File: src/rtl/note_scheduler_if.sv
`timescale 1ns/1ps
`default_nettype none
// ============================================================================
// Module   : note_scheduler_if
// Purpose  : Wall request/ack bus plus note-memory read port for note_scheduler.
// Revision : 1.0  initial release
// ============================================================================
interface note_scheduler_if #(
    parameter int WALL_COUNT = 3,
    parameter int ADDR_WIDTH = 5,
    parameter int FREQ_WIDTH = 16
);
    logic [WALL_COUNT-1:0] req_in;
    logic [WALL_COUNT-1:0] ack_out;
    logic [FREQ_WIDTH-1:0] freq_out;
    logic                  valid_out;
    logic                  final_note_out;
    logic [ADDR_WIDTH-1:0] mem_addr_out;
    logic                  mem_rd_out;
    logic [FREQ_WIDTH-1:0] mem_data_in;

    modport master (
        input  req_in,
        input  mem_data_in,
        output ack_out,
        output freq_out,
        output valid_out,
        output final_note_out,
        output mem_addr_out,
        output mem_rd_out
    );

    modport slave (
        output req_in,
        output mem_data_in,
        input  ack_out,
        input  freq_out,
        input  valid_out,
        input  final_note_out,
        input  mem_addr_out,
        input  mem_rd_out
    );
endinterface
`default_nettype wire

File: src/rtl/note_scheduler.sv
`timescale 1ns/1ps
`default_nettype none
// ============================================================================
// Module   : note_scheduler
// Purpose  : Round-robin server of song notes to requesting walls; owns the
//            song pointer and the note memory read port. Optional feature
//            macro SONG_LOOP_EN wraps the song instead of stopping in DONE.
// Revision : 1.0  initial release
// ============================================================================
module note_scheduler #(
    parameter int WALL_COUNT = 3,
    parameter int SONG_LEN   = 32,
    parameter int ADDR_WIDTH = 5,
    parameter int FREQ_WIDTH = 16
) (
    input  wire logic              pixel_clk_in,
    input  wire logic              rst_in,
    input  wire logic              start_in,
    note_scheduler_if.master       bus,
    output logic [ADDR_WIDTH-1:0]  song_idx_out,
    output logic [2:0]             state_out
);

    localparam int                    c_grant_w  = (WALL_COUNT > 1) ? $clog2(WALL_COUNT) : 1;
    localparam logic [ADDR_WIDTH-1:0] c_last_idx = ADDR_WIDTH'(SONG_LEN - 1);
    localparam logic [c_grant_w-1:0]  c_rr_init  = c_grant_w'(WALL_COUNT - 1);
    localparam logic [WALL_COUNT-1:0] c_one      = WALL_COUNT'(1);

    typedef enum logic [2:0] {
        S_IDLE    = 3'd0,
        S_ARB     = 3'd1,
        S_FETCH   = 3'd2,
        S_CAPTURE = 3'd3,
        S_ISSUE   = 3'd4,
        S_DONE    = 3'd5
    } state_t;

    state_t                r_state,      w_state_nxt;
    logic                  r_prev_issue, w_prev_issue_nxt;
    logic [ADDR_WIDTH-1:0] r_song_idx,   w_song_idx_nxt;
    logic [c_grant_w-1:0]  r_last_grant, w_last_grant_nxt;
    logic [c_grant_w-1:0]  r_grant_idx,  w_grant_idx_nxt;
    logic [FREQ_WIDTH-1:0] r_freq,       w_freq_nxt;
    logic [WALL_COUNT-1:0] r_ack,        w_ack_nxt;
    logic                  r_valid,      w_valid_nxt;
    logic                  r_final,      w_final_nxt;
    logic [ADDR_WIDTH-1:0] r_mem_addr,   w_mem_addr_nxt;
    logic                  r_mem_rd,     w_mem_rd_nxt;

    logic [WALL_COUNT-1:0] w_excl;
    logic [WALL_COUNT-1:0] w_mask;
    logic                  w_found;
    logic [c_grant_w-1:0]  w_winner;
    logic [c_grant_w-1:0]  w_idx;
    int                    w_pos;

    // The wall just served is excluded for one arbitration so it cannot win
    // again on a request it has not yet had the chance to drop.
    always_comb begin
        w_excl = '0;
        if (r_prev_issue) begin
            w_excl = c_one << r_last_grant;
        end
        w_mask   = bus.req_in & ~w_excl;
        w_found  = 1'b0;
        w_winner = '0;
        w_pos    = 0;
        w_idx    = '0;
        for (int k = 0; k < WALL_COUNT; k++) begin
            w_pos = int'(r_last_grant) + 1 + k;
            if (w_pos >= WALL_COUNT) begin
                w_pos = w_pos - WALL_COUNT;
            end
            w_idx = c_grant_w'(w_pos);
            if (!w_found && w_mask[w_idx]) begin
                w_found  = 1'b1;
                w_winner = w_idx;
            end
        end
    end

    always_comb begin
        w_state_nxt      = r_state;
        w_prev_issue_nxt = (r_state == S_ISSUE);
        w_song_idx_nxt   = r_song_idx;
        w_last_grant_nxt = r_last_grant;
        w_grant_idx_nxt  = r_grant_idx;
        w_freq_nxt       = r_freq;
        w_ack_nxt        = r_ack;
        w_valid_nxt      = r_valid;
        w_final_nxt      = r_final;
        w_mem_addr_nxt   = r_mem_addr;
        w_mem_rd_nxt     = 1'b0;

        case (r_state)
            S_IDLE: begin
                if (start_in) begin
                    w_song_idx_nxt = '0;
                    w_state_nxt    = S_ARB;
                end
            end
            S_ARB: begin
                if (w_found) begin
                    w_grant_idx_nxt = w_winner;
                    w_mem_addr_nxt  = r_song_idx;
                    w_mem_rd_nxt    = 1'b1;
                    w_state_nxt     = S_FETCH;
                end
            end
            S_FETCH: begin
                w_state_nxt = S_CAPTURE;
            end
            S_CAPTURE: begin
                w_freq_nxt       = bus.mem_data_in;
                w_ack_nxt        = c_one << r_grant_idx;
                w_valid_nxt      = 1'b1;
                w_last_grant_nxt = r_grant_idx;
                w_final_nxt      = (r_song_idx == c_last_idx);
                w_state_nxt      = S_ISSUE;
            end
            S_ISSUE: begin
                w_ack_nxt   = '0;
                w_valid_nxt = 1'b0;
                w_final_nxt = 1'b0;
                if (r_song_idx == c_last_idx) begin
`ifdef SONG_LOOP_EN
                    w_song_idx_nxt = '0;
                    w_state_nxt    = S_ARB;
`else
                    w_state_nxt    = S_DONE;
`endif
                end else begin
                    w_song_idx_nxt = r_song_idx + 1'b1;
                    w_state_nxt    = S_ARB;
                end
            end
            S_DONE: begin
                if (start_in) begin
                    w_song_idx_nxt   = '0;
                    w_last_grant_nxt = c_rr_init;
                    w_state_nxt      = S_ARB;
                end
            end
            default: begin
                w_state_nxt = S_IDLE;
            end
        endcase
    end

    always_ff @(posedge pixel_clk_in or posedge rst_in) begin
        if (rst_in) begin
            r_state      <= S_IDLE;
            r_prev_issue <= 1'b0;
            r_song_idx   <= '0;
            r_last_grant <= c_rr_init;
            r_grant_idx  <= '0;
            r_freq       <= '0;
            r_ack        <= '0;
            r_valid      <= 1'b0;
            r_final      <= 1'b0;
            r_mem_addr   <= '0;
            r_mem_rd     <= 1'b0;
        end else begin
            r_state      <= w_state_nxt;
            r_prev_issue <= w_prev_issue_nxt;
            r_song_idx   <= w_song_idx_nxt;
            r_last_grant <= w_last_grant_nxt;
            r_grant_idx  <= w_grant_idx_nxt;
            r_freq       <= w_freq_nxt;
            r_ack        <= w_ack_nxt;
            r_valid      <= w_valid_nxt;
            r_final      <= w_final_nxt;
            r_mem_addr   <= w_mem_addr_nxt;
            r_mem_rd     <= w_mem_rd_nxt;
        end
    end

    assign bus.ack_out        = r_ack;
    assign bus.freq_out       = r_freq;
    assign bus.valid_out      = r_valid;
    assign bus.final_note_out = r_final;
    assign bus.mem_addr_out   = r_mem_addr;
    assign bus.mem_rd_out     = r_mem_rd;
    assign song_idx_out       = r_song_idx;
    assign state_out          = r_state;

endmodule
`default_nettype wire

File: src/flat_wrapper.sv
// flat-port wrapper written by rule: the top's interface ports become plain ports
module note_scheduler_flat 
#(
    parameter int WALL_COUNT = 3,
    parameter int SONG_LEN   = 32,
    parameter int ADDR_WIDTH = 5,
    parameter int FREQ_WIDTH = 16
)
  (pixel_clk_in, rst_in, start_in, song_idx_out, state_out, bus_req_in, bus_mem_data_in, bus_ack_out, bus_freq_out, bus_valid_out, bus_final_note_out, bus_mem_addr_out, bus_mem_rd_out);
  note_scheduler_if #(.WALL_COUNT(WALL_COUNT), .ADDR_WIDTH(ADDR_WIDTH), .FREQ_WIDTH(FREQ_WIDTH)) bus_i ();
  input  wire logic pixel_clk_in;
  input  wire logic rst_in;
  input  wire logic start_in;
  output logic [ADDR_WIDTH-1:0] song_idx_out;
  output logic [2:0] state_out;
  input wire logic [$bits(bus_i.req_in)-1:0] bus_req_in;
  input wire logic [$bits(bus_i.mem_data_in)-1:0] bus_mem_data_in;
  output wire logic [$bits(bus_i.ack_out)-1:0] bus_ack_out;
  output wire logic [$bits(bus_i.freq_out)-1:0] bus_freq_out;
  output wire logic [$bits(bus_i.valid_out)-1:0] bus_valid_out;
  output wire logic [$bits(bus_i.final_note_out)-1:0] bus_final_note_out;
  output wire logic [$bits(bus_i.mem_addr_out)-1:0] bus_mem_addr_out;
  output wire logic [$bits(bus_i.mem_rd_out)-1:0] bus_mem_rd_out;
  assign bus_i.req_in = bus_req_in;
  assign bus_i.mem_data_in = bus_mem_data_in;
  assign bus_ack_out = bus_i.ack_out;
  assign bus_freq_out = bus_i.freq_out;
  assign bus_valid_out = bus_i.valid_out;
  assign bus_final_note_out = bus_i.final_note_out;
  assign bus_mem_addr_out = bus_i.mem_addr_out;
  assign bus_mem_rd_out = bus_i.mem_rd_out;
  note_scheduler #(.WALL_COUNT(WALL_COUNT), .SONG_LEN(SONG_LEN), .ADDR_WIDTH(ADDR_WIDTH), .FREQ_WIDTH(FREQ_WIDTH)) u_core (.pixel_clk_in(pixel_clk_in), .rst_in(rst_in), .start_in(start_in), .bus(bus_i), .song_idx_out(song_idx_out), .state_out(state_out));
endmodule
File: config.mk
export PLATFORM = sky130hd
export DESIGN_NAME = note_scheduler_flat
export DESIGN_NICKNAME = d
export VERILOG_FILES = /design/src/rtl/note_scheduler_if.sv /design/src/rtl/note_scheduler.sv /design/src/flat_wrapper.sv
export SDC_FILE = /design/constraint.sdc
export NUM_CORES = 1
export LEC_CHECK = 0
export ABC_AREA = 1
export CAP_MARGIN = 30
export CORE_MARGIN = 2
export CORE_UTILIZATION = 47
export CTS_BUF_LIST = sky130_fd_sc_hd__clkbuf_16
export CTS_CLUSTER_SIZE = 14
export DETAILED_ROUTE_END_ITERATION = 7
export PLACE_DENSITY = 0.77
export SLEW_MARGIN = 30
export SYNTH_ARGS = -nofsm -noshare
export SYNTH_HDL_FRONTEND = slang
export SYNTH_SLANG_ARGS = --single-unit
File: constraint.sdc
create_clock -name pixel_clk_in -period 2.36 [get_ports pixel_clk_in]
set_input_delay 0.472 -clock pixel_clk_in [delete_from_list [all_inputs] [get_ports pixel_clk_in]]
set_output_delay 0.472 -clock pixel_clk_in [all_outputs]
set_load 0.1 [all_outputs]
### Word level (Yosys, flattened, before mapping)

Index checks and enable logic that the tools add are counted.

* bits in registers: 40
* input bits: 22
* output and inout port bits: 35
* logic and storage cells: 81

* $add $sub $neg: 7
* magnitude comparators: 6
* equal/unequal tests: 10
* shift-type cells: 2
* muxes and demuxes: 30
* bitwise logic cells: 2
* reductions and logical operators: 13

Operators with widths (count)
* $ge A32 B3 Y1 const B: 2
* $pmux W3 S5: 1
* $mux W2: 7
* $mux W3: 4
* $mux W5: 2
* $pmux W5 S2: 1
* $lt A2 B3 Y1 const B: 3
* $mux W1: 8
* $bmux W1 S2: 3
* $eq A3 B2 Y1 const B: 2
* $eq A3 B3 Y1 const B: 2
* $pmux W3 S2: 1
* $reduce_and A2 Y1: 3
* $reduce_bool A2 Y1: 3
* $shl A1 B2 Y3 const A: 2
* $sub A2 B1 Y2 const B: 3
* $add A5 B1 Y5 const B: 1
* $eq A5 B5 Y1 const B: 1
* $add A3 B1 Y4 const B: 1
* $add A3 B2 Y4 const B: 1
* $ne A2 B1 Y1 const B: 2
* $ne A2 B2 Y1 const B: 2
* $pmux W1 S2: 2
* $pmux W2 S2: 1
* other kinds (10): 12

### Logic depth before layout (Yosys ltp)

Gate-level depths: netlist of the first run.

* depth in word-level cells: 15
* depth in mapped cells: 12
* mapped depth without buffers: 12

### Least setup slack after synthesis of the first run

Ideal clock, no wire load.

* path type: flip-flop to flip-flop
* start point: reg u_core.r_song_idx[1], in the netlist u_core.song_idx_out[1]
* end point: reg u_core.r_song_idx[0], in the netlist u_core.song_idx_out[0]
* library setup time: 0.130 ns
* arrival time: 1.944 ns
* data required time: 2.230 ns
* setup slack: 0.286 ns
* cell stages (with the launch flop): 10
* buffers on the path: 0
* period minus slack after synthesis: 2.074 ns
* path through: dfrtp_1 > ha_1 > nand2_1 > nor2_1 > ha_1 > nand2_1 > nand2_1 > nor2_4 > nand3_1 > o21ai_0

* longest elaborated chain between the ends: 3

Ends and longest elaborated chain
* start, declared: RTL line note_scheduler.sv:40 `logic [ADDR_WIDTH-1:0] r_song_idx, w_song_idx_nxt;`
* start signal, assigned: RTL line note_scheduler.sv:166 `r_song_idx <= w_song_idx_nxt;`
* $eq A5 B5 Y1: RTL line note_scheduler.sv:125 `if (r_song_idx == c_last_idx) begin`
* $ne A2 B2 Y1 (no source line)
* $reduce_and A3 Y1 (no source line)

Every way passes these cells.
A chain may end at the register's enable or synchronous reset.

### Worst setup path after layout of the first run

* start point: reg u_core.r_last_grant[1]
* end point: reg u_core.r_grant_idx[1]

* longest elaborated chain between the ends: 14
* elaborated cells between the ends (all ways): 33
* classes of those cells: add/sub: 6; order compare: 3; shift: 1; mux: 16; bitwise: 2; reduce/logical: 5

Ends and longest elaborated chain
* start, declared: RTL line note_scheduler.sv:41 `logic [c_grant_w-1:0] r_last_grant, w_last_grant_nxt;`
* start signal, assigned: RTL line note_scheduler.sv:155 `r_last_grant <= c_rr_init;`
* start signal, assigned: RTL line note_scheduler.sv:167 `r_last_grant <= w_last_grant_nxt;`
* parallel branches: the longest is 14 deep, another holds $ge A32 B3 Y1
* end signal, assigned: RTL line note_scheduler.sv:168 `r_grant_idx <= w_grant_idx_nxt;`
* end, declared: RTL line note_scheduler.sv:42 `logic [c_grant_w-1:0] r_grant_idx, w_grant_idx_nxt;`

Parallel ways; which one is timed is not known. The select of a mux whose other input is x is not followed.

==> results of run 1 <==
==> cell families after synthesis <==
family,count (synthesis),share of synthesized area
and+or+nand+nor,134,0.312
AOI/OAI and AO/OA,20,0.0645
xor gates and xnor gates,1,0.00439
buffers and inverters,36,0.0796
adders and majority gates,6,0.0376
DFF,40,0.502
==> state kept, by name (all words and copies together) (netlist names) <==
name and cells:
u_core.bus.freq_out 16, u_core.bus.mem_addr_out 5, u_core.song_idx_out 5, u_core.bus.ack_out 3, u_core.state_out 3, u_core.r_grant_idx 2
u_core.r_last_grant 2, u_core.bus.final_note_out 1, u_core.bus.mem_rd_out 1, u_core.bus.valid_out 1, u_core.r_prev_issue 1
==> critical path, delay by kind of cell, from the launching register on <==
kind	cells	cell delay [ps]
AND/OR/NAND/NOR	8	710
flip-flops	1	540
adder cells (fa/ha/maj)	1	380
buffers and inverters	3	230
==> placed cells by master (no fill, tap or decap), types with 2 or more instances in the layout <==
| cell type | count |
|---|---|
| sky130_fd_sc_hd__nor2_1 | 14 |
| sky130_fd_sc_hd__o22ai_1 | 2 |
| sky130_fd_sc_hd__nand4_1 | 5 |
| sky130_fd_sc_hd__dfrtp_1 | 39 |
| sky130_fd_sc_hd__o21ai_2 | 6 |
| sky130_fd_sc_hd__clkdlybuf4s50_1 | 21 |
| sky130_fd_sc_hd__nand3_2 | 3 |
| sky130_fd_sc_hd__nand2_1 | 78 |
| sky130_fd_sc_hd__nand3_1 | 22 |
| sky130_fd_sc_hd__nand2_2 | 6 |
| sky130_fd_sc_hd__clkinv_1 | 2 |
| sky130_fd_sc_hd__buf_4 | 38 |
| sky130_fd_sc_hd__o21ai_0 | 9 |
| sky130_fd_sc_hd__nand2_4 | 2 |
| sky130_fd_sc_hd__nor2_4 | 2 |
| sky130_fd_sc_hd__inv_1 | 28 |
| sky130_fd_sc_hd__clkbuf_16 | 5 |
| sky130_fd_sc_hd__ha_1 | 6 |
| sky130_fd_sc_hd__inv_2 | 2 |
==> layer usage <==
metal,up-vias,GRT usage,part of all wire
met5,-,0,0
met4,0,0.0588,0.013
met3,6,0.0509,0.045
met2,42,0.304,0.46
met1,774,0.261,0.48
li1,865,-,-
==> layout make-up <==
cell class | instances | area (um2) | share of cell area
clock buffer | 5 | 125 | 0.0474
tap | 50 | 62.6 | 0.0237
sequential | 40 | 1000 | 0.379
timing repair buffer | 59 | 495 | 0.188
clock inverter | 3 | 11.3 | 0.00426
multi-input combinational | 161 | 836 | 0.316
inverter | 29 | 109 | 0.0412
==> stage by stage <==
stage | util | hold slack (ps) | setup slack, ps | area (um2) | std cells
floorplan | - | 478 | 286 | 2000 | 237
global placement | 0.617 | 458 | 440 | 2500 | 339
detailed placement | 0.617 | 460 | 387 | 2500 | 339
CTS | 0.651 | 474 | 377 | 2640 | 347
global route | 0.651 | 495 | 180 | 2640 | 347
finish | 0.651 | 473 | 389 | 2640 | 347
==> synthesized netlist by cell type (3+ instances only) <==
master                     n
sky130_fd_sc_hd__dfrtp_1  39
sky130_fd_sc_hd__ha_1      6
sky130_fd_sc_hd__inv_1    26
sky130_fd_sc_hd__nand2_1  78
sky130_fd_sc_hd__nand2_2   6
sky130_fd_sc_hd__nand3_1  22
sky130_fd_sc_hd__nand3_2   3
sky130_fd_sc_hd__nand4_1   5
sky130_fd_sc_hd__nor2_1   14
sky130_fd_sc_hd__o21ai_0   9
sky130_fd_sc_hd__o21ai_2   6
==> worst max-delay path by stage <==
stage / start / endpoint / slack, ps / cells after the start
2_1_floorplan: u_core.song_idx_out[1] / u_core.song_idx_out[0] / 290 / 9
3_3_place_gp: u_core.r_last_grant[1] / u_core.r_grant_idx[1] / 440 / 12
3_5_place_dp: u_core.r_last_grant[1] / u_core.r_grant_idx[1] / 390 / 12
4_1_cts: u_core.r_last_grant[1] / u_core.r_grant_idx[1] / 380 / 12
5_1_grt: u_core.r_last_grant[1] / u_core.r_grant_idx[0] / 180 / 12
6_report: u_core.r_last_grant[1] / u_core.r_grant_idx[1] / 390 / 12
==> metrics.txt, run 1 <==
# TYPE chip_impl_metric gauge
chip_impl_metric{name="total_standard_cell_area_after_synthesis",unit="mm2"} 0.00200
chip_impl_info{name="worst_path_max_delay_cell",value="sky130_fd_sc_hd__dfstp_2"} 1
chip_impl_metric{name="syn_inst",unit=""} 237
chip_impl_metric{name="clock_sinks",unit=""} 40
chip_impl_metric{name="postCtsHoldBufs",unit=""} 0
chip_impl_info{name="timing.critical_path.from_type",value="register"} 1
chip_impl_metric{name="clock_insertion_delay_worst_skew",unit="ps"} 280
chip_impl_metric{name="postRouteWirelength",unit="um"} 4230
chip_impl_metric{name="final_weighted_congestion_in_routability_driven_placement",unit=""} 0.851
chip_impl_metric{name="fillCellCount",unit=""} 351
chip_impl_metric{name="seq_area_frac_synth",unit=""} 0.502
chip_impl_metric{name="fp.dieH",unit="um"} 69.2
chip_impl_metric{name="die_area",unit="mm2"} 0.00479
chip_impl_metric{name="rr_worst_depth",unit=""} 12
chip_impl_metric{name="detailedRoute.firstIterationViolations",unit=""} 87
chip_impl_metric{name="detail_route.vias_per_cell",unit=""} 4.86
chip_impl_metric{name="number_of_enable_type_register_cells_in_the_synthesized_netlist",unit=""} 0
chip_impl_metric{name="setup_viol_count_final",unit=""} 0
chip_impl_metric{name="whs_path_depth",unit=""} 2
chip_impl_metric{name="grt_start_max_net_pins",unit=""} 41
chip_impl_metric{name="post_route_cells_drive_above_1_share",unit=""} 0.222
chip_impl_info{name="crit_type",value="reg2reg"} 1
chip_impl_metric{name="antennaDiodeCount",unit=""} 0
chip_impl_metric{name="critPathArrivalTime",unit="ps"} 2140
chip_impl_metric{name="final_net_count",unit=""} 324
chip_impl_info{name="worst_hold_startpoint",value="u_core.bus.freq_out[0]"} 1
chip_impl_metric{name="grt-ovfl-total",unit=""} 0
chip_impl_metric{name="max_incr_delay_on_cp",unit="ps"} 540
chip_impl_metric{name="io-pin-count",unit=""} 57
chip_impl_info{name="cts_root_buf",value="sky130_fd_sc_hd__clkbuf_16"} 1
chip_impl_metric{name="worst-slew-pin-transition",unit="ps"} 513
chip_impl_info{name="synth-main-ff-cell",value="sky130_fd_sc_hd__dfrtp_1"} 1
chip_impl_metric{name="postCtsSetupRepairBufs",unit=""} 0
chip_impl_metric{name="drt_pre_antenna_iters",unit=""} 4
chip_impl_metric{name="fin_tns_setup",unit="ps"} 0
chip_impl_metric{name="rrSetupSlack",unit="ps"} 390
chip_impl_info{name="critical_path.most_common_cell",value="sky130_fd_sc_hd__nand2_1"} 1
chip_impl_metric{name="final_max_slew_viol_count",unit=""} 0
chip_impl_metric{name="syn-mean-instance-area",unit="um2"} 8.43
chip_impl_metric{name="timing.critical_path.fanout_max",unit=""} 14
chip_impl_metric{name="synth.net_count",unit=""} 265
chip_impl_metric{name="relSlewSlack",unit=""} 0.658
chip_impl_metric{name="ys.warnings.count",unit=""} 0
chip_impl_metric{name="count_of_antenna_violating_nets_left_after_detailed_routing",unit=""} 0
chip_impl_metric{name="postSynth.asyncResetShare",unit=""} 1.00
chip_impl_metric{name="worst-endpoint-required",unit="ps"} 2530
chip_impl_info{name="min_delay_worst_endpoint",value="u_core.bus.freq_out[0]"} 1
chip_impl_metric{name="floorplan.rows",unit=""} 23
chip_impl_metric{name="yosys.cell_types.count",unit=""} 28
chip_impl_metric{name="cts.reportedPaths.clkPinSlew",unit="ps"} 50
chip_impl_info{name="tritoncts",value="built"} 1
chip_impl_info{name="setup_repair_after_global_routing_missed_its_margin",value="false"} 1
chip_impl_metric{name="synth.ff_latch_count",unit=""} 40
chip_impl_metric{name="cts.htree.levels",unit=""} 2
chip_impl_metric{name="initial_utilization",unit=""} 0.492
chip_impl_metric{name="gr-usage-all-layers",unit=""} 0.193
chip_impl_metric{name="timing_hold_violations_final",unit=""} 0
chip_impl_metric{name="post-route-drc-count",unit=""} 0
chip_impl_metric{name="number_of_gates_resized_after_cts",unit=""} 0
chip_impl_metric{name="post_drt_wl_per_cell",unit="um"} 12.2
chip_impl_metric{name="max_cap_viol_count",unit=""} 0
chip_impl_metric{name="finalCritPeriodShare",unit=""} 0.835
chip_impl_metric{name="period_minus_slack",unit="ps"} 1970
chip_impl_metric{name="antenna_found_initial",unit=""} 0
chip_impl_metric{name="synth_top_area_frac",unit=""} 0.489
chip_impl_metric{name="chipWidth",unit="um"} 69.2
chip_impl_metric{name="dp_hpwl",unit="um"} 3140
chip_impl_metric{name="cts_inserted_buffers",unit=""} 5
chip_impl_info{name="cp_cell_sequence",value="inv_1 > ha_1 > nand2_1 > clkinv_1 > nand3_2 > nand2_2 > nor2_4 > nand3_4 > nand2_4 > inv_1 > nand2_1 > nand2_1"} 1
chip_impl_metric{name="fmax",unit="MHz"} 507
chip_impl_info{name="ff_to_ff_end",value="u_core.r_grant_idx[1]"} 1
chip_impl_metric{name="total_via_count_in_the_routed_design",unit=""} 1687
chip_impl_metric{name="final.setup_skew",unit="ps"} 2.80
chip_impl_info{name="hp-class",value="reg2reg"} 1
chip_impl_metric{name="clock_path_buffers",unit=""} 2
chip_impl_info{name="synthDominantAreaCellType",value="sky130_fd_sc_hd__dfrtp_1"} 1
chip_impl_info{name="run_status",value="complete, no violations"} 1
chip_impl_info{name="worstSetupEndpointType",value="register"} 1
chip_impl_metric{name="quantity_of_i_o_buffers_inserted_on_ports",unit=""} 56
chip_impl_metric{name="via_count_of_the_first_global_routing_pass",unit=""} 1624
chip_impl_metric{name="grt_first_pass_wirelength",unit="um"} 7450
chip_impl_metric{name="fp.coreArea",unit="mm2"} 0.00406
chip_impl_info{name="crit-reg2reg-launch",value="u_core.r_last_grant[1]"} 1
chip_impl_metric{name="layout-area-overhead-vs-synth",unit="%"} 32.3
chip_impl_info{name="synth.area.top_cells",value="sky130_fd_sc_hd__dfrtp_1 (49%), sky130_fd_sc_hd__nand2_1 (15%), sky130_fd_sc_hd__nand3_1 (5.5%)"} 1
Power of run 1 is not shown: default switching activity piles up to over one toggle a cycle in this logic, so the estimate is an artifact.
==> inputs of run 2 (changes only) <==
==> constraint.sdc (replaced) <==
create_clock -name pixel_clk_in -period 2.05 [get_ports pixel_clk_in]
set_input_delay 0.41 -clock pixel_clk_in [delete_from_list [all_inputs] [get_ports pixel_clk_in]]
set_output_delay 0.41 -clock pixel_clk_in [all_outputs]
set_load 0.1 [all_outputs]
==> run 2 against run 1 <==
Sequential share of layout area fell by 0.87 points; critical path type unchanged; largest cell class unchanged; critical path depth fell by 1; wire length is 4.7% higher; first-iteration DRC count up 23%; worst hold slack better by 4.4 ps.
==> metrics.txt, run 2 (synthesis results as in run 1) <==
# TYPE chip_impl_metric gauge
chip_impl_metric{name="period_minus_slack",unit="ps"} 1860
chip_impl_metric{name="postCtsHoldBufs",unit=""} 0
chip_impl_info{name="worstSetupEndpointType",value="register"} 1
chip_impl_metric{name="post_drt_wl_per_cell",unit="um"} 12.7
chip_impl_metric{name="antenna_found_initial",unit=""} 0
chip_impl_metric{name="grt_start_max_net_pins",unit=""} 41
chip_impl_info{name="hp-class",value="reg2reg"} 1
chip_impl_metric{name="clock_sinks",unit=""} 40
chip_impl_metric{name="setup_viol_count_final",unit=""} 0
chip_impl_metric{name="detail_route.vias_per_cell",unit=""} 4.91
chip_impl_metric{name="relSlewSlack",unit=""} 0.664
chip_impl_metric{name="io-pin-count",unit=""} 57
chip_impl_metric{name="grt_first_pass_wirelength",unit="um"} 7980
chip_impl_info{name="ff_to_ff_end",value="u_core.r_grant_idx[0]"} 1
chip_impl_metric{name="critPathArrivalTime",unit="ps"} 2080
chip_impl_metric{name="final_weighted_congestion_in_routability_driven_placement",unit=""} 0.797
chip_impl_metric{name="via_count_of_the_first_global_routing_pass",unit=""} 1717
chip_impl_metric{name="total_via_count_in_the_routed_design",unit=""} 1708
chip_impl_metric{name="quantity_of_i_o_buffers_inserted_on_ports",unit=""} 56
chip_impl_metric{name="whs",unit="ps"} 478
chip_impl_metric{name="gr-usage-all-layers",unit=""} 0.205
chip_impl_metric{name="postCtsSetupRepairBufs",unit=""} 0
chip_impl_metric{name="fillCellCount",unit=""} 351
chip_impl_info{name="crit_type",value="reg2reg"} 1
chip_impl_metric{name="final_core_util",unit=""} 0.668
chip_impl_metric{name="grt-ovfl-total",unit=""} 0
chip_impl_metric{name="antennaDiodeCount",unit=""} 0
chip_impl_metric{name="clock_path_buffers",unit=""} 2
chip_impl_info{name="critical_path.endpoint",value="u_core.r_grant_idx[0]"} 1
chip_impl_metric{name="clock_insertion_delay_worst_skew",unit="ps"} 280
chip_impl_metric{name="dp_hpwl",unit="um"} 3230
chip_impl_metric{name="final.setup_skew",unit="ps"} 4.62
chip_impl_info{name="layout.cells.most_common_list",value="sky130_fd_sc_hd__nand2_1 (76), sky130_fd_sc_hd__buf_4 (37), sky130_fd_sc_hd__dfrtp_1 (37)"} 1
chip_impl_metric{name="cts.reportedPaths.clkPinSlew",unit="ps"} 60
chip_impl_metric{name="fp.dieH",unit="um"} 69.2
chip_impl_metric{name="post-route-drc-count",unit=""} 0
chip_impl_metric{name="postRouteWirelength",unit="um"} 4430
chip_impl_info{name="mostFrequentLayoutCell",value="sky130_fd_sc_hd__nand2_1"} 1
chip_impl_metric{name="rr_worst_depth",unit=""} 11
chip_impl_metric{name="m3_gr_usage",unit=""} 0.0567
chip_impl_metric{name="fmax",unit="MHz"} 539
chip_impl_info{name="tritoncts",value="built"} 1
chip_impl_metric{name="post_route_cells_drive_above_1_share",unit=""} 0.248
chip_impl_metric{name="chipWidth",unit="um"} 69.2
chip_impl_metric{name="cts.htree.levels",unit=""} 2
chip_impl_metric{name="cts_inserted_buffers",unit=""} 5
chip_impl_metric{name="count_of_antenna_violating_nets_left_after_detailed_routing",unit=""} 0
chip_impl_metric{name="timing.critical_path.fanout_max",unit=""} 14
chip_impl_metric{name="timing_hold_violations_final",unit=""} 0
chip_impl_info{name="cts_root_buf",value="sky130_fd_sc_hd__clkbuf_16"} 1
chip_impl_metric{name="final_cells",unit=""} 348
chip_impl_metric{name="finalCritPeriodShare",unit=""} 0.905
chip_impl_metric{name="worst-slew-pin-transition",unit="ps"} 504
chip_impl_metric{name="dp.cells",unit=""} 340
chip_impl_metric{name="die_area",unit="mm2"} 0.00479
chip_impl_metric{name="worst-endpoint-required",unit="ps"} 2270
chip_impl_metric{name="initial_utilization",unit=""} 0.492
chip_impl_metric{name="detailedRoute.firstIterationViolations",unit=""} 107
chip_impl_metric{name="layout-area-overhead-vs-synth",unit="%"} 35.7
chip_impl_metric{name="grt_use_met2",unit=""} 0.309
chip_impl_metric{name="flip_flop_count_of_the_largest_register_after_layout",unit=""} 16
chip_impl_metric{name="final_max_slew_viol_count",unit=""} 0
chip_impl_metric{name="grt.met1_usage",unit=""} 0.280
chip_impl_info{name="timing.critical_path.from_type",value="register"} 1
chip_impl_metric{name="fin_tns_setup",unit="ps"} 0
chip_impl_metric{name="drt_pre_antenna_iters",unit=""} 4
chip_impl_info{name="top_usage_layer",value="met2"} 1
chip_impl_info{name="crit_start",value="u_core.r_last_grant[1]"} 1
chip_impl_metric{name="max_cap_viol_count",unit=""} 0
chip_impl_info{name="run_status",value="complete, no violations"} 1
chip_impl_metric{name="rrSetupSlack",unit="ps"} 190
chip_impl_info{name="setup_repair_after_global_routing_missed_its_margin",value="false"} 1
chip_impl_metric{name="fp.coreArea",unit="mm2"} 0.00406
chip_impl_info{name="crit-reg2reg-launch",value="u_core.r_last_grant[1]"} 1
chip_impl_metric{name="final_net_count",unit=""} 325
chip_impl_metric{name="floorplan.rows",unit=""} 23
-- run 2: how the worst min path moves through the flow --
stage	startpoint	depth (start not counted)	slack (ps)	end
2_1_floorplan	u_core.r_grant_idx[0]	1	480	u_core.bus.ack_out[0]
3_3_place_gp	u_core.bus.freq_out[10]	2	460	u_core.bus.freq_out[10]
3_5_place_dp	u_core.bus.freq_out[1]	2	460	u_core.bus.freq_out[1]
4_1_cts	u_core.bus.freq_out[1]	2	480	u_core.bus.freq_out[1]
5_1_grt	u_core.bus.freq_out[4]	2	500	u_core.bus.freq_out[4]
6_report	u_core.bus.freq_out[15]	2	480	u_core.bus.freq_out[15]
-- run 2: layout make-up --
class | count | area, um2 | area share
clock buffer | 5 | 125 | 0.0462
timing repair buffer | 60 | 528 | 0.195
sequential | 40 | 1000 | 0.371
clock inverter | 3 | 18.8 | 0.00693
inverter | 29 | 109 | 0.0402
tap | 50 | 62.6 | 0.0231
multi-input combinational | 161 | 862 | 0.318
-- run 2: through the flow --
step	worst slack, ps	area (um2)
global route	43.5	2710
finish	194	2710
global placement	136	2540
detailed placement	47.3	2540
CTS	42.6	2680
floorplan	71.3	2000
-- run 2: repair_timing --
| action | CTS | global route |
|---|---|---|
| hold endpoints to repair | 0 | 0 |
| gates resized for setup | 0 | 5 |
| setup endpoints to repair | 0 | 7 |
-- run 2: metal layers --
| layer | part of all wire | vias to the layer above |
|---|---|---|
| met5 | 0 | - |
| met4 | 0.033 | 0 |
| met3 | 0.059 | 15 |
| li1 | - | 870 |
| met2 | 0.45 | 55 |
| met1 | 0.45 | 768 |
-- run 2: worst max-delay path, cell delays in order, from the launching register on --
cell                      delay, ps
sky130_fd_sc_hd__dfstp_2        540
sky130_fd_sc_hd__inv_1           90
sky130_fd_sc_hd__ha_1           240
sky130_fd_sc_hd__nand2_1        140
sky130_fd_sc_hd__nand3_1         90
sky130_fd_sc_hd__nand3_1        110
sky130_fd_sc_hd__nand2_2        100
sky130_fd_sc_hd__nand3_4        130
sky130_fd_sc_hd__nand2_8        110
sky130_fd_sc_hd__nor2_1         150
sky130_fd_sc_hd__nand2_1         60
sky130_fd_sc_hd__nand2_1         50
Power of run 2 is left out for the same reason.
==> inputs of run 3 (changes only) <==
--- a/config.mk
+++ b/config.mk
@@ -7,12 +7,12 @@
 export LEC_CHECK = 0
 export ABC_AREA = 1
 export CAP_MARGIN = 30
-export CORE_MARGIN = 2
 export CORE_UTILIZATION = 47
 export CTS_BUF_LIST = sky130_fd_sc_hd__clkbuf_16
 export CTS_CLUSTER_SIZE = 14
 export DETAILED_ROUTE_END_ITERATION = 7
 export PLACE_DENSITY = 0.77
+export SKIP_CTS_REPAIR_TIMING = 1
 export SLEW_MARGIN = 30
 export SYNTH_ARGS = -nofsm -noshare
 export SYNTH_HDL_FRONTEND = slang
==> run 3 against run 2 <==
Clock-buffer cell count unchanged; worst setup slack lost 56 ps; critical path depth unchanged; via count is 0.47% higher; register-to-register slack worse by 60 ps; non-clock buffer count did not move; final cell count unchanged; first-iteration DRC count decreased by 30%; sequential share of layout area rose by 0.29 points; highest routed layer unchanged.
==> metrics.txt, run 3 (synthesis results as in run 1) <==
# TYPE chip_impl_metric gauge
chip_impl_info{name="run_status",value="complete, no violations"} 1
chip_impl_metric{name="max_cap_viol_count",unit=""} 0
chip_impl_metric{name="rr_worst_depth",unit=""} 11
chip_impl_metric{name="final_weighted_congestion_in_routability_driven_placement",unit=""} 0.808
chip_impl_metric{name="detail_route.vias_per_cell",unit=""} 4.93
chip_impl_info{name="crit_type",value="reg2reg"} 1
chip_impl_metric{name="dp_hpwl",unit="um"} 3000
chip_impl_metric{name="floorplan.rows",unit=""} 23
chip_impl_metric{name="grt-ovfl-total",unit=""} 0
chip_impl_metric{name="via_count_of_the_first_global_routing_pass",unit=""} 1667
chip_impl_metric{name="post-route-drc-count",unit=""} 0
chip_impl_info{name="tritoncts",value="built"} 1
chip_impl_metric{name="period_minus_slack",unit="ps"} 1910
chip_impl_info{name="worstSetupEndpointType",value="register"} 1
chip_impl_info{name="crit-reg2reg-launch",value="u_core.r_last_grant[1]"} 1
chip_impl_metric{name="initial_utilization",unit=""} 0.496
chip_impl_metric{name="post_drt_wl_per_cell",unit="um"} 12.1
chip_impl_metric{name="setup_viol_count_final",unit=""} 0
chip_impl_info{name="setup_repair_after_global_routing_missed_its_margin",value="false"} 1
chip_impl_info{name="cts_root_buf",value="sky130_fd_sc_hd__clkbuf_16"} 1
chip_impl_metric{name="timing_hold_violations_final",unit=""} 0
chip_impl_metric{name="max_incr_delay_on_cp",unit="ps"} 540
chip_impl_metric{name="fp.dieH",unit="um"} 67.2
chip_impl_metric{name="fp.coreArea",unit="mm2"} 0.00403
chip_impl_metric{name="fmax",unit="MHz"} 523
chip_impl_metric{name="final.setup_skew",unit="ps"} 6.31
chip_impl_info{name="worst_path_max_delay_cell",value="sky130_fd_sc_hd__dfstp_2"} 1
chip_impl_info{name="mostFrequentLayoutCell",value="sky130_fd_sc_hd__nand2_1"} 1
chip_impl_metric{name="drt_pre_antenna_iters",unit=""} 4
chip_impl_metric{name="layout-area-overhead-vs-synth",unit="%"} 34.6
chip_impl_metric{name="flip_flop_count_of_the_largest_register_after_layout",unit=""} 16
chip_impl_metric{name="cts.reportedPaths.clkPinSlew",unit="ps"} 60
chip_impl_metric{name="clock_sinks",unit=""} 40
chip_impl_info{name="min_delay_worst_endpoint",value="u_core.bus.freq_out[12]"} 1
chip_impl_metric{name="worst-endpoint-required",unit="ps"} 2220
chip_impl_metric{name="io-pin-count",unit=""} 57
chip_impl_metric{name="grt_first_pass_wirelength",unit="um"} 7160
chip_impl_metric{name="antennaDiodeCount",unit=""} 0
chip_impl_metric{name="clock_insertion_delay_worst_skew",unit="ps"} 280
chip_impl_metric{name="relSlewSlack",unit=""} 0.665
chip_impl_info{name="hp-class",value="reg2reg"} 1
chip_impl_metric{name="rrSetupSlack",unit="ps"} 140
chip_impl_metric{name="cts.htree.levels",unit=""} 2
chip_impl_metric{name="clock_path_buffers",unit=""} 2
chip_impl_metric{name="post_route_cells_drive_above_1_share",unit=""} 0.238
chip_impl_metric{name="worst-slew-pin-transition",unit="ps"} 503
chip_impl_metric{name="timing.critical_path.fanout_max",unit=""} 14
chip_impl_metric{name="fin_tns_setup",unit="ps"} 0
chip_impl_metric{name="total_via_count_in_the_routed_design",unit=""} 1716
chip_impl_metric{name="quantity_of_i_o_buffers_inserted_on_ports",unit=""} 56
chip_impl_info{name="worst_hold_startpoint",value="u_core.bus.freq_out[12]"} 1
chip_impl_metric{name="final_net_count",unit=""} 325
chip_impl_metric{name="final_core_util",unit=""} 0.667
chip_impl_metric{name="finalCritPeriodShare",unit=""} 0.933
chip_impl_metric{name="cts_inserted_buffers",unit=""} 5
chip_impl_metric{name="final_max_slew_viol_count",unit=""} 0
chip_impl_metric{name="detailedRoute.firstIterationViolations",unit=""} 75
chip_impl_metric{name="grt_start_max_net_pins",unit=""} 41
chip_impl_metric{name="critPathArrivalTime",unit="ps"} 2080
chip_impl_metric{name="postRouteWirelength",unit="um"} 4200
chip_impl_info{name="layout.cells.most_common_list",value="sky130_fd_sc_hd__nand2_1 (78), sky130_fd_sc_hd__buf_4 (37), sky130_fd_sc_hd__dfrtp_1 (37)"} 1
chip_impl_info{name="cp_cell_sequence",value="inv_1 > ha_2 > inv_2 > nand3_1 > nand3_2 > nand2_4 > nand3_4 > nand2_8 > nor2_1 > nand2_1 > nand2_1"} 1
chip_impl_metric{name="gr-usage-all-layers",unit=""} 0.214
chip_impl_info{name="critical_path.most_common_cell",value="sky130_fd_sc_hd__nand2_1"} 1
chip_impl_metric{name="whs_path_depth",unit=""} 2
chip_impl_metric{name="antenna_found_initial",unit=""} 0
chip_impl_metric{name="die_area",unit="mm2"} 0.00451
chip_impl_info{name="ff_to_ff_end",value="u_core.r_grant_idx[0]"} 1
chip_impl_metric{name="count_of_antenna_violating_nets_left_after_detailed_routing",unit=""} 0
chip_impl_metric{name="chipWidth",unit="um"} 67.2
chip_impl_info{name="timing.critical_path.from_type",value="register"} 1
==> run 3: cell types whose count changed in the layout (fill, tap and decap cells not counted), sizes merged <==
cell and change:
clkinvlp -2, inv +2
==> run 3: metrics by stage <==
stage | setup WS (ps) | hold slack (ps) | std cells | instance area, um2
after detailed placement | 62.0 | 460 | 340 | 2540
after global routing | 6.40 | 498 | 348 | 2690
after floorplan | 71.3 | 478 | 237 | 2000
after global placement | 134 | 458 | 340 | 2540
after CTS | 48.2 | 475 | 348 | 2680
final | 138 | 472 | 348 | 2690
==> run 3: cell type report <==
type / instances / area [um2]
Fill cell: 332 / 1340
Clock inverter: 3 / 12.5
Clock buffer: 5 / 125
Timing Repair Buffer: 60 / 528
Inverter: 29 / 109
Sequential cell: 40 / 1000
Tap cell: 50 / 62.6
Multi-Input combinational cell: 161 / 847
==> run 3: layer usage <==
metal | global-route usage | part of all wire
met5 | 0 | 0
met3 | 0.0659 | 0.062
met2 | 0.344 | 0.48
met1 | 0.268 | 0.44
met4 | 0.0824 | 0.018
==> run 3: worst max path at each step <==
stage / from / end / slack, ps / cells after the start
after floorplan: u_core.state_out[1] / u_core.song_idx_out[2] / 70 / 8
after global placement: u_core.r_last_grant[1] / u_core.r_grant_idx[1] / 130 / 12
after detailed placement: u_core.r_last_grant[1] / u_core.r_grant_idx[1] / 60 / 12
after CTS: u_core.r_last_grant[1] / u_core.r_grant_idx[1] / 50 / 12
after global routing: u_core.r_last_grant[1] / u_core.r_grant_idx[0] / 6 / 10
final: u_core.r_last_grant[1] / u_core.r_grant_idx[0] / 140 / 11
==> run 3: critical path, delay by kind of cell, from the launching register on <==
kind / cells / cell delay [ps]
adder cells (fa/ha/maj): 1 / 400
buffers and inverters: 2 / 140
AND/OR/NAND/NOR: 8 / 740
flip-flops: 1 / 540
Power of run 3 is left out for the same reason.
